`src/rtl/imm_extend_unit_if.sv`:
```
// Decode-side bus for the immediate extend stage: instruction in, extended immediate out.
// Both directions use valid/ready, and flush travels with the bus.
interface imm_extend_unit_if #(
  parameter int DATA_W = 16
) ();
  logic              in_valid;
  logic              in_ready;
  logic [DATA_W-1:0] instr;
  logic [1:0]        mode;
  logic              is_prefix;
  logic              flush;
  logic              out_valid;
  logic              out_ready;
  logic [DATA_W-1:0] imm;
  logic              prefixed;
  logic              dbl_prefix;

  modport slave (
    input  in_valid, instr, mode, is_prefix, flush, out_ready,
    output in_ready, out_valid, imm, prefixed, dbl_prefix
  );

  modport master (
    output in_valid, instr, mode, is_prefix, flush, out_ready,
    input  in_ready, out_valid, imm, prefixed, dbl_prefix
  );
endinterface

```
`src/rtl/imm_extend_unit.sv`:
```
// Immediate extend stage with prefix support; 1 cycle from accept to out_valid.
// Backpressure: in_ready = !out_valid || out_ready; the output is held until it is taken.
module imm_extend_unit #(
  parameter int DATA_W   = 16,
  parameter int LONG_W   = 9,
  parameter int SHORT_W  = 4,
  parameter int PREFIX_W = 12
) (
  input  logic                  clk,
  input  logic                  rst_n,
  imm_extend_unit_if.slave      bus
);

  localparam int EXT_W = DATA_W + PREFIX_W;

  if (!(SHORT_W < LONG_W && LONG_W < DATA_W && DATA_W > 8 && PREFIX_W <= DATA_W && SHORT_W > 0))
  begin : g_bad_params
    $error("imm_extend_unit: illegal parameter combination");
  end

  typedef enum logic {IDLE, PEND} state_e;

  state_e              state_q, state_d;
  logic [PREFIX_W-1:0] pref_q, pref_d;
  logic                out_valid_q, out_valid_d;
  logic [DATA_W-1:0]   imm_q, imm_d;
  logic                prefixed_q, prefixed_d;
  logic                dbl_q, dbl_d;

  logic                accept;
  logic [DATA_W-1:0]   field_z;
  logic [DATA_W-1:0]   plain_imm;
  logic [EXT_W-1:0]    pref_wide;

  assign bus.in_ready   = !out_valid_q || bus.out_ready;
  assign accept         = bus.in_valid && bus.in_ready;
  assign bus.out_valid  = out_valid_q;
  assign bus.imm        = imm_q;
  assign bus.prefixed   = prefixed_q;
  assign bus.dbl_prefix = dbl_q;

  // Field extraction; the prefixed form always treats the field as unsigned.
  always_comb begin
    field_z   = '0;
    plain_imm = '0;
    pref_wide = '0;
    case (bus.mode)
      2'b00: begin
        field_z   = DATA_W'(bus.instr[SHORT_W-1:0]);
        plain_imm = field_z;
        pref_wide = (EXT_W'(pref_q) << SHORT_W) | EXT_W'(field_z);
      end
      2'b01: begin
        field_z   = DATA_W'(bus.instr[SHORT_W-1:0]);
        plain_imm = {{(DATA_W-SHORT_W){bus.instr[SHORT_W-1]}}, bus.instr[SHORT_W-1:0]};
        pref_wide = (EXT_W'(pref_q) << SHORT_W) | EXT_W'(field_z);
      end
      2'b10: begin
        field_z   = DATA_W'(bus.instr[LONG_W-1:0]);
        plain_imm = {{(DATA_W-LONG_W){bus.instr[LONG_W-1]}}, bus.instr[LONG_W-1:0]};
        pref_wide = (EXT_W'(pref_q) << LONG_W) | EXT_W'(field_z);
      end
      default: begin
        field_z   = DATA_W'(bus.instr[7:0]);
        plain_imm = field_z;
        pref_wide = (EXT_W'(pref_q) << 8) | EXT_W'(field_z);
      end
    endcase
  end

  always_comb begin
    state_d     = state_q;
    pref_d      = pref_q;
    out_valid_d = out_valid_q && !bus.out_ready;
    imm_d       = imm_q;
    prefixed_d  = prefixed_q;
    dbl_d       = 1'b0;
    if (bus.flush) begin
      out_valid_d = 1'b0;
      state_d     = IDLE;
      pref_d      = '0;
    end else if (accept) begin
      if (bus.is_prefix) begin
        pref_d  = bus.instr[PREFIX_W-1:0];
        state_d = PEND;
        dbl_d   = (state_q == PEND);
      end else begin
        out_valid_d = 1'b1;
        imm_d       = (state_q == PEND) ? pref_wide[DATA_W-1:0] : plain_imm;
        prefixed_d  = (state_q == PEND);
        state_d     = IDLE;
      end
    end
  end

  always_ff @(posedge clk or negedge rst_n) begin
    if (!rst_n) begin
      state_q     <= IDLE;
      pref_q      <= '0;
      out_valid_q <= 1'b0;
      imm_q       <= '0;
      prefixed_q  <= 1'b0;
      dbl_q       <= 1'b0;
    end else begin
      state_q     <= state_d;
      pref_q      <= pref_d;
      out_valid_q <= out_valid_d;
      imm_q       <= imm_d;
      prefixed_q  <= prefixed_d;
      dbl_q       <= dbl_d;
    end
  end

  logic unused_bits;
  assign unused_bits = ^{bus.instr, pref_wide};

endmodule

```
`src/flat_wrapper.sv`:
```
// flat-port wrapper written by rule: the top's interface ports become plain ports
module imm_extend_unit_flat 
#(
  parameter int DATA_W   = 16,
  parameter int LONG_W   = 9,
  parameter int SHORT_W  = 4,
  parameter int PREFIX_W = 12
)
  (clk, rst_n, bus_in_valid, bus_instr, bus_mode, bus_is_prefix, bus_flush, bus_out_ready, bus_in_ready, bus_out_valid, bus_imm, bus_prefixed, bus_dbl_prefix);
  imm_extend_unit_if #(.DATA_W(DATA_W)) bus_i ();
  input  logic clk;
  input  logic rst_n;
  input wire logic [$bits(bus_i.in_valid)-1:0] bus_in_valid;
  input wire logic [$bits(bus_i.instr)-1:0] bus_instr;
  input wire logic [$bits(bus_i.mode)-1:0] bus_mode;
  input wire logic [$bits(bus_i.is_prefix)-1:0] bus_is_prefix;
  input wire logic [$bits(bus_i.flush)-1:0] bus_flush;
  input wire logic [$bits(bus_i.out_ready)-1:0] bus_out_ready;
  output wire logic [$bits(bus_i.in_ready)-1:0] bus_in_ready;
  output wire logic [$bits(bus_i.out_valid)-1:0] bus_out_valid;
  output wire logic [$bits(bus_i.imm)-1:0] bus_imm;
  output wire logic [$bits(bus_i.prefixed)-1:0] bus_prefixed;
  output wire logic [$bits(bus_i.dbl_prefix)-1:0] bus_dbl_prefix;
  assign bus_i.in_valid = bus_in_valid;
  assign bus_i.instr = bus_instr;
  assign bus_i.mode = bus_mode;
  assign bus_i.is_prefix = bus_is_prefix;
  assign bus_i.flush = bus_flush;
  assign bus_i.out_ready = bus_out_ready;
  assign bus_in_ready = bus_i.in_ready;
  assign bus_out_valid = bus_i.out_valid;
  assign bus_imm = bus_i.imm;
  assign bus_prefixed = bus_i.prefixed;
  assign bus_dbl_prefix = bus_i.dbl_prefix;
  imm_extend_unit #(.DATA_W(DATA_W), .LONG_W(LONG_W), .SHORT_W(SHORT_W), .PREFIX_W(PREFIX_W)) u_core (.clk(clk), .rst_n(rst_n), .bus(bus_i));
endmodule
```
`config.mk`:
```
export PLATFORM = sky130hd
export DESIGN_NAME = imm_extend_unit_flat
export DESIGN_NICKNAME = d
export VERILOG_FILES = /design/src/rtl/imm_extend_unit_if.sv /design/src/rtl/imm_extend_unit.sv /design/src/flat_wrapper.sv
export SDC_FILE = /design/constraint.sdc
export NUM_CORES = 1
export LEC_CHECK = 0
export CAP_MARGIN = 30
export CORE_UTILIZATION = 47
export DETAILED_ROUTE_END_ITERATION = 10
export PLACE_DENSITY = 0.77
export SLEW_MARGIN = 10
export SYNTH_ARGS = -nofsm -noshare
export SYNTH_HDL_FRONTEND = slang
export SYNTH_SLANG_ARGS = --single-unit
export TNS_END_PERCENT = 1
```
`constraint.sdc`:
```
create_clock -name clk -period 2.2 [get_ports clk]
set_input_delay 0.22 -clock clk [delete_from_list [all_inputs] [get_ports clk]]
set_output_delay 0.22 -clock clk [all_outputs]
set_load 0.01 [all_outputs]
```
==> flow_summary.rst, run 1 <==
.. list-table::
   :header-rows: 1

   * - Metric
     - Value
   * - Status
     - finished, final reports clean
   * - Setup repair after global routing missed its margin
     - no
   * - Synthesized cell area
     - 1600 um2
   * - Pin count of the biggest net entering global routing
     - 33
   * - Initial antenna violation count
     - 0
   * - Total power after layout
     - 1.36 mW
   * - # Max-Cap Violations
     - 0
   * - TritonCTS clock tree
     - done
   * - Number of hold violations in the final report
     - 0
   * - Launching element type of the critical path
     - flop
   * - GRT Total Usage
     - 21.4%
   * - Post-layout minimum cycle time
     - 1770 ps
   * - Insertion delay of the later-clocked pin in the worst-skew pair
     - 320 ps
   * - Layout cells sized above 1
     - 29.6%
   * - Gate Count Post-Synth
     - 112
   * - Setup-failing EPs final
     - 0
   * - Share of async-settable or async-resettable flops after synthesis
     - 100%
   * - Number of distinct standard cells referenced by the synthesized netlist
     - 20
   * - Maximum achievable frequency
     - 564 MHz
   * - Largest fanout on the critical path
     - 16
   * - Aggregate routed wire length
     - 3.28 mm
   * - Total global routing overflow
     - 0
   * - Number of pins with negative max-slew slack in the final report
     - 0
   * - Cell types with the largest area share after synthesis
     - sky130_fd_sc_hd__dfrtp_1 50%, sky130_fd_sc_hd__mux2_2 12%, sky130_fd_sc_hd__mux4_2 11%
   * - Detailed router's first-iteration violation count
     - 26
   * - Routed wire length per instance
     - 16.7 um
   * - Crit path cell chain
     - mux4_2 > mux2_2
   * - Number of hold buffers added after CTS
     - 0
   * - Clock Sink Count
     - 32
   * - Static Leak
     - 0.895 nW
   * - Slew at the pin closest to its max-slew limit
     - 670 ps
   * - Commonest non-fill, non-tap cell in the layout
     - sky130_fd_sc_hd__clkdlybuf4s50_1
   * - Boundary pin count
     - 44
   * - Remaining number of nets flagged by the antenna check after routing
     - 0
   * - Fin Clk Skew
     - 3.31 ps
   * - Type of the tightest min-delay check
     - in2async
   * - N_diodes
     - 0
   * - Root buffer selected by CTS
     - sky130_fd_sc_hd__clkbuf_4
   * - Dominant synthesized flop cell
     - sky130_fd_sc_hd__dfrtp_1
   * - Die ar.
     - 3650 um2
   * - Drt first pass iters
     - 4
   * - Data arrival time at the worst-slack endpoint
     - 1980 ps
   * - Ratio of final minimum period to clock period
     - 80.6%
   * - Starting utilization of the core area
     - 50.8%
   * - Maximum VDD drop
     - 0.000402 V
   * - Number of flops mapped to enable cells by yosys
     - 0
   * - Area growth syn-to-layout
     - 29.4%
   * - Wire length of the first global-routing pass
     - 5.55 mm
   * - Post-layout nets
     - 178
   * - Number of vias per cell
     - 5.73
   * - Commonest cells after routing, fill and taps aside
     - 39 x sky130_fd_sc_hd__clkdlybuf4s50_1, 32 x sky130_fd_sc_hd__dfrtp_1, 17 x sky130_fd_sc_hd__mux2_2
   * - Critical path endpoint category
     - flop
   * - Post-synthesis sequential area ratio
     - 50.0%
   * - Post-Syn Nets
     - 136
   * - WP data required
     - 2410 ps
   * - Clock-pin slew on the worst setup and hold paths
     - 90 ps
   * - Cell with the largest stage delay on the worst path
     - sky130_fd_sc_hd__dfrtp_1
   * - Number of remaining DRC errors
     - 0
   * - Htree depth
     - 2
   * - Remaining max-slew budget at the tightest pin
     - 55.4%
   * - Category of the critical setup timing path
     - reg2reg
   * - Worst stage delay on the critical path
     - 780 ps
   * - Final Wtd Congestion
     - 0.852
   * - Area share of the largest cell type after synthesis
     - 50.0%
   * - Horizontal extent of the die
     - 60.4 um
   * - Placeable core region
     - 3150 um2
   * - Total power density per cell area
     - 657 nW/um2
   * - Total via count in the routed design
     - 1124
   * - Resized Gates After CTS
     - 0
   * - Layout fillers
     - 250
   * - Final-layout setup total negative slack
     - 0 ps
   * - CTS buffer count
     - 5
   * - Number of buffers inserted by port buffering
     - 39
   * - Maximum buffer depth of the clock tree
     - 2
   * - Vias in the first global route
     - 1152
   * - Largest area contributor in the synthesized netlist
     - sky130_fd_sc_hd__dfrtp_1
   * - Floorplan die height
     - 60.4 um
   * - Standard-cell rows
     - 20
   * - Buffer count from post-CTS setup fixing
     - 0
   * - Average cell area after synthesis
     - 14.3 um2
   * - Ys Warns
     - 0
   * - Post-route worst hold slack
     - 286 ps
   * - Final HPWL DP
     - 2.37 mm
   * - Flip-flop and latch count after synthesis
     - 32
   * - Finished Core Util
     - 65.8%
stage by stage:
step	setup slack [ps]	area (um2)	instances
global route	326	2070	196
CTS	399	2070	196
global placement	155	2030	190
detailed placement	120	2040	191
floorplan	558	1600	112
finish	427	2070	196
power breakdown:
| group | switching (mW) | internal [mW] |
|---|---|---|
| combinational | 0.134 | 0.243 |
| clock | 0.170 | 0.107 |
| sequential | 0.0470 | 0.662 |
| total | 0.351 | 1.01 |
path summary, 6_finish.rpt:
| kind | start | end | cells past startpoint | slack, ps |
|---|---|---|---|---|
| worst max-delay path | u_core.state_q | u_core.bus.imm[15] | 2 | 430 |
| worst min-delay path | rst_n | u_core.bus.dbl_prefix | 2 | 290 |
| worst max register to register | u_core.state_q | u_core.bus.imm[15] | 2 | 430 |
| worst min register to register | u_core.bus.imm[7] | u_core.bus.imm[7] | 1 | 510 |
| max in group asynchronous | rst_n | u_core.bus.imm[10] | 2 | 1610 |
| min in group clk | bus_instr[9] | u_core.pref_q[9] | 2 | 500 |
critical path, delay by kind of cell, from the launching register on:
kind,cells,cell delay [ps]
flops,1,780
mux,2,890
Yosys cell counts, types with 2 or more instances:
cell	n
sky130_fd_sc_hd__clkbuf_1	4
sky130_fd_sc_hd__dfrtp_1	32
sky130_fd_sc_hd__and2_1	2
sky130_fd_sc_hd__inv_1	2
sky130_fd_sc_hd__nand2b_1	2
sky130_fd_sc_hd__nand2_1	5
sky130_fd_sc_hd__buf_2	3
sky130_fd_sc_hd__nor2b_1	5
sky130_fd_sc_hd__a22o_1	12
sky130_fd_sc_hd__mux4_2	8
sky130_fd_sc_hd__mux2_4	8
sky130_fd_sc_hd__mux2_2	17
sky130_fd_sc_hd__a31oi_1	5
layout make-up:
cell class | instances | area (um2) | share of cell area (%)
well taps | 44 | 55.1 | 2.65
multi-input cells | 69 | 746 | 35.9
clock buffers | 5 | 37.5 | 1.81
flip-flops and latches | 32 | 801 | 38.6
repair buffers | 44 | 428 | 20.6
inverters | 2 | 7.51 | 0.362
cells by family (layout without fill, tap and decap cells):
| group | count (synthesis) | count (layout) | share of synthesized area, % |
|---|---|---|---|
| multiplexers | 33 | 33 | 30.7 |
| flip-flops | 32 | 32 | 50.0 |
| AO/OA/AOI/OAI | 19 | 19 | 9.37 |
| AND/OR/NAND/NOR | 17 | 17 | 6.48 |
| buffers and inverters | 11 | 51 | 3.51 |
registers in the layout (all words and copies together), names as in the netlist:
signal	cells
u_core.bus.imm	16
u_core.pref_q	12
u_core.bus.dbl_prefix	1
u_core.bus.out_valid	1
u_core.bus.prefixed	1
u_core.state_q	1
layer usage:
metal | up-vias | GRT usage [%] | part of all wire (%)
met3 | 8 | 5.33 | 6.2
met1 | 565 | 27.5 | 43
met2 | 46 | 33.9 | 49
met5 | - | 0 | 0
met4 | 0 | 10.3 | 2.3
li1 | 505 | - | -
Note: power is estimated with default switching activity, not from simulation.
==> run 2, diff against run 1 <==
--- a/config.mk
+++ b/config.mk
@@ -6,9 +6,9 @@
 export NUM_CORES = 1
 export LEC_CHECK = 0
 export CAP_MARGIN = 30
-export CORE_UTILIZATION = 47
+export CORE_UTILIZATION = 43
 export DETAILED_ROUTE_END_ITERATION = 10
-export PLACE_DENSITY = 0.77
+export PLACE_DENSITY = 0.75
 export SLEW_MARGIN = 10
 export SYNTH_ARGS = -nofsm -noshare
 export SYNTH_HDL_FRONTEND = slang
==> constraint.sdc (replaced) <==
create_clock -name clk -period 1.59 [get_ports clk]
set_input_delay 0.159 -clock clk [delete_from_list [all_inputs] [get_ports clk]]
set_output_delay 0.159 -clock clk [all_outputs]
set_load 0.01 [all_outputs]
==> run 2 against run 1 <==
Worst setup slack got worse by 390 ps. Sequential share of layout area down 3.0 points. First-iteration DRC count up 15%. Largest power group unchanged.
==> flow_summary.rst, run 2 (same netlist as run 1, synthesis figures left out) <==
.. list-table::
   :header-rows: 1

   * - Metric
     - Value
   * - Max FFs per register
     - 16 (unchanged)
   * - Post-Place Cell Area
     - 2120 um2 (was 2040 um2)
   * - Slew at the pin closest to its max-slew limit
     - 495 ps (was 670 ps)
   * - Top cell by count, worst path
     - sky130_fd_sc_hd__mux2_2
   * - Commonest cells after routing, fill and taps aside
     - 37 x sky130_fd_sc_hd__clkdlybuf4s50_1, 31 x sky130_fd_sc_hd__dfrtp_1, 17 x sky130_fd_sc_hd__mux2_2 (was 39 x sky130_fd_sc_hd__clkdlybuf4s50_1, 32 x sky130_fd_sc_hd__dfrtp_1, 17 x sky130_fd_sc_hd__mux2_2)
   * - Insertion delay of the later-clocked pin in the worst-skew pair
     - 280 ps (was 320 ps)
   * - Cell with the largest stage delay on the worst path
     - sky130_fd_sc_hd__dfrtp_1 (unchanged)
   * - Root buffer selected by CTS
     - sky130_fd_sc_hd__clkbuf_8 (was sky130_fd_sc_hd__clkbuf_4)
   * - Fin Clk Skew
     - 1.99 ps (was 3.31 ps)
   * - Ratio of final minimum period to clock period
     - 97.6% (was 80.6%)
   * - WP data required
     - 1750 ps (was 2410 ps)
   * - Drt first pass iters
     - 4 (unchanged)
   * - TritonCTS clock tree
     - done (unchanged)
   * - Maximum achievable frequency
     - 645 MHz (was 564 MHz)
   * - Floorplan die height
     - 63.1 um (was 60.4 um)
   * - Die ar.
     - 3980 um2 (was 3650 um2)
   * - Total power after layout
     - 2.16 mW (was 1.36 mW)
   * - Htree depth
     - 2 (unchanged)
   * - Commonest non-fill, non-tap cell in the layout
     - sky130_fd_sc_hd__clkdlybuf4s50_1 (unchanged)
   * - Layout cells sized above 1
     - 34.4% (was 29.6%)
   * - Crit path cell chain
     - mux2_2 > mux4_2 > mux2_2 (was mux4_2 > mux2_2)
   * - N_diodes
     - 0 (unchanged)
   * - Starting utilization of the core area
     - 46.6% (was 50.8%)
   * - Number of buffers inserted by port buffering
     - 39 (unchanged)
   * - Post-layout minimum cycle time
     - 1550 ps (was 1770 ps)
   * - Data arrival time at the worst-slack endpoint
     - 1720 ps (was 1980 ps)
   * - Static Leak
     - 0.985 nW (was 0.895 nW)
   * - Final HPWL DP
     - 2.41 mm (was 2.37 mm)
   * - Vias in the first global route
     - 1181 (was 1152)
   * - Area growth syn-to-layout
     - 40.4% (was 29.4%)
   * - Routed wire length per instance
     - 16.3 um (was 16.7 um)
   * - Largest fanout on the critical path
     - 4 (was 16)
   * - Wire length of the first global-routing pass
     - 5.62 mm (was 5.55 mm)
   * - Detailed router's first-iteration violation count
     - 30 (was 26)
   * - GRT Total Usage
     - 18.6% (was 21.4%)
   * - Worst stage delay on the critical path
     - 440 ps (was 780 ps)
   * - Register-to-Register Setup Slack
     - 40 ps (was 430 ps)
   * - Initial antenna violation count
     - 0 (unchanged)
   * - Final-layout setup total negative slack
     - 0 ps (unchanged)
   * - Number of hold violations in the final report
     - 0 (unchanged)
   * - Critical path endpoint category
     - flop (unchanged)
   * - Total power density per cell area
     - 960 nW/um2 (was 657 nW/um2)
   * - Boundary pin count
     - 44 (unchanged)
   * - Number of vias per cell
     - 5.50 (was 5.73)
   * - Bufs and invs on worst path
     - 0 (unchanged)
   * - Type of the tightest min-delay check
     - in2async (unchanged)
   * - Total global routing overflow
     - 0 (unchanged)
   * - Maximum buffer depth of the clock tree
     - 2 (unchanged)
   * - Number of pins with negative max-slew slack in the final report
     - 0 (unchanged)
   * - Finished Core Util
     - 65.4% (was 65.8%)
   * - Depth of the worst register-to-register path
     - 3 (was 2)
   * - Setup-failing EPs final
     - 0 (unchanged)
   * - Horizontal extent of the die
     - 63.1 um (was 60.4 um)
   * - Top Family by Delay on Critical Path
     - multiplexers (unchanged)
   * - Standard-cell rows
     - 21 (was 20)
   * - Pin count of the biggest net entering global routing
     - 33 (unchanged)
   * - Status
     - finished, final reports clean (unchanged)
   * - Placeable core region
     - 3440 um2 (was 3150 um2)
   * - CTS buffer count
     - 5 (unchanged)
   * - Post-layout nets
     - 186 (was 178)
   * - Total via count in the routed design
     - 1149 (was 1124)
   * - Aggregate routed wire length
     - 3.41 mm (was 3.28 mm)
   * - Maximum VDD drop
     - 0.000653 V (was 0.000402 V)
   * - Clock-pin slew on the worst setup and hold paths
     - 60 ps (was 90 ps)
   * - Launching element type of the critical path
     - flop (unchanged)
   * - Setup repair after global routing missed its margin
     - no (unchanged)
   * - Category of the critical setup timing path
     - reg2reg (unchanged)
   * - Total number of cells along the worst setup path
     - 3 (was 2)
   * - # Max-Cap Violations
     - 0 (unchanged)
   * - Post-route standard cell area excluding fillers
     - 2250 um2 (was 2070 um2)
   * - Number of hold buffers added after CTS
     - 0 (unchanged)
   * - Remaining max-slew budget at the tightest pin
     - 67.0% (was 55.4%)
   * - Clock Sink Count
     - 32 (unchanged)
   * - Remaining number of nets flagged by the antenna check after routing
     - 0 (unchanged)
   * - Final Wtd Congestion
     - 0.874 (was 0.852)
   * - Number of remaining DRC errors
     - 0 (unchanged)
## run 2: cell count changes in the layout (fill, tap and decap cells not counted), sizes merged
| cell | previous run | this run |
|---|---|---|
| buf | 5 | 12 |
| clkbuf | 5 | 8 |
| clkdlybuf4s50 | 39 | 37 |
| bufbuf | 0 | 1 |
| dlygate4sd2 | 0 | 1 |
| dlymetal6s2s | 0 | 1 |
## run 2: layout make-up
cell class | instances | area [um2]
clock buffers | 8 | 90.1
flip-flops and latches | 32 | 802
repair buffers | 52 | 539
inverters | 2 | 7.51
fillers | 265 | 1190
multi-input cells | 69 | 753
well taps | 46 | 57.6
## run 2: worst reg2reg max path, delay by kind of cell, from the launching register on
kind	cells	cell delay, ps
multiplexers	3	1000
flip-flops	1	440
## run 2: worst paths after layout
path / startpoint / end
max: u_core.pref_q[6] / u_core.bus.imm[15]
min: rst_n / u_core.pref_q[8]
max reg2reg: u_core.pref_q[6] / u_core.bus.imm[15]
min reg2reg: u_core.bus.imm[12] / u_core.bus.imm[12]
max in group asynchronous: rst_n / u_core.state_q
min in group clk: bus_instr[11] / u_core.pref_q[11]
## run 2: per-stage QoR
stage / hold slack [ps] / cells / setup slack, ps
floorplan: -137 / 112 / 1.22
global placement: 489 / 200 / -364
detailed placement: 484 / 200 / -416
CTS: 300 / 209 / 14.1
global route: 328 / 209 / 3.18
finish: 286 / 209 / 38.5
## run 2: what timing repair did
action / 4_1_cts / 5_1_grt
gates cloned: 1 / 0
endpoints found under the setup margin: 8 / 1
buffers inserted: 0 / 0
gates resized for setup: 2 / 1
## run 2: layer usage
| metal | share of wire, % | up-vias | global-route usage (%) | wire length (um) |
|---|---|---|---|---|
| li1 | - | 522 | - | - |
| met1 | 42 | 587 | 22.4 | 1450 |
| met2 | 52 | 33 | 32.1 | 1790 |
| met3 | 3.9 | 7 | 4.71 | 132 |
| met4 | 1.2 | 0 | 6.10 | 41 |
| met5 | 0 | - | 0 | 0 |
## run 2: power by group
part / switching [mW] / internal, mW / total (mW)
registers: 0.0679 / 0.919 / 0.987
logic: 0.191 / 0.363 / 0.554
clock network: 0.267 / 0.352 / 0.619
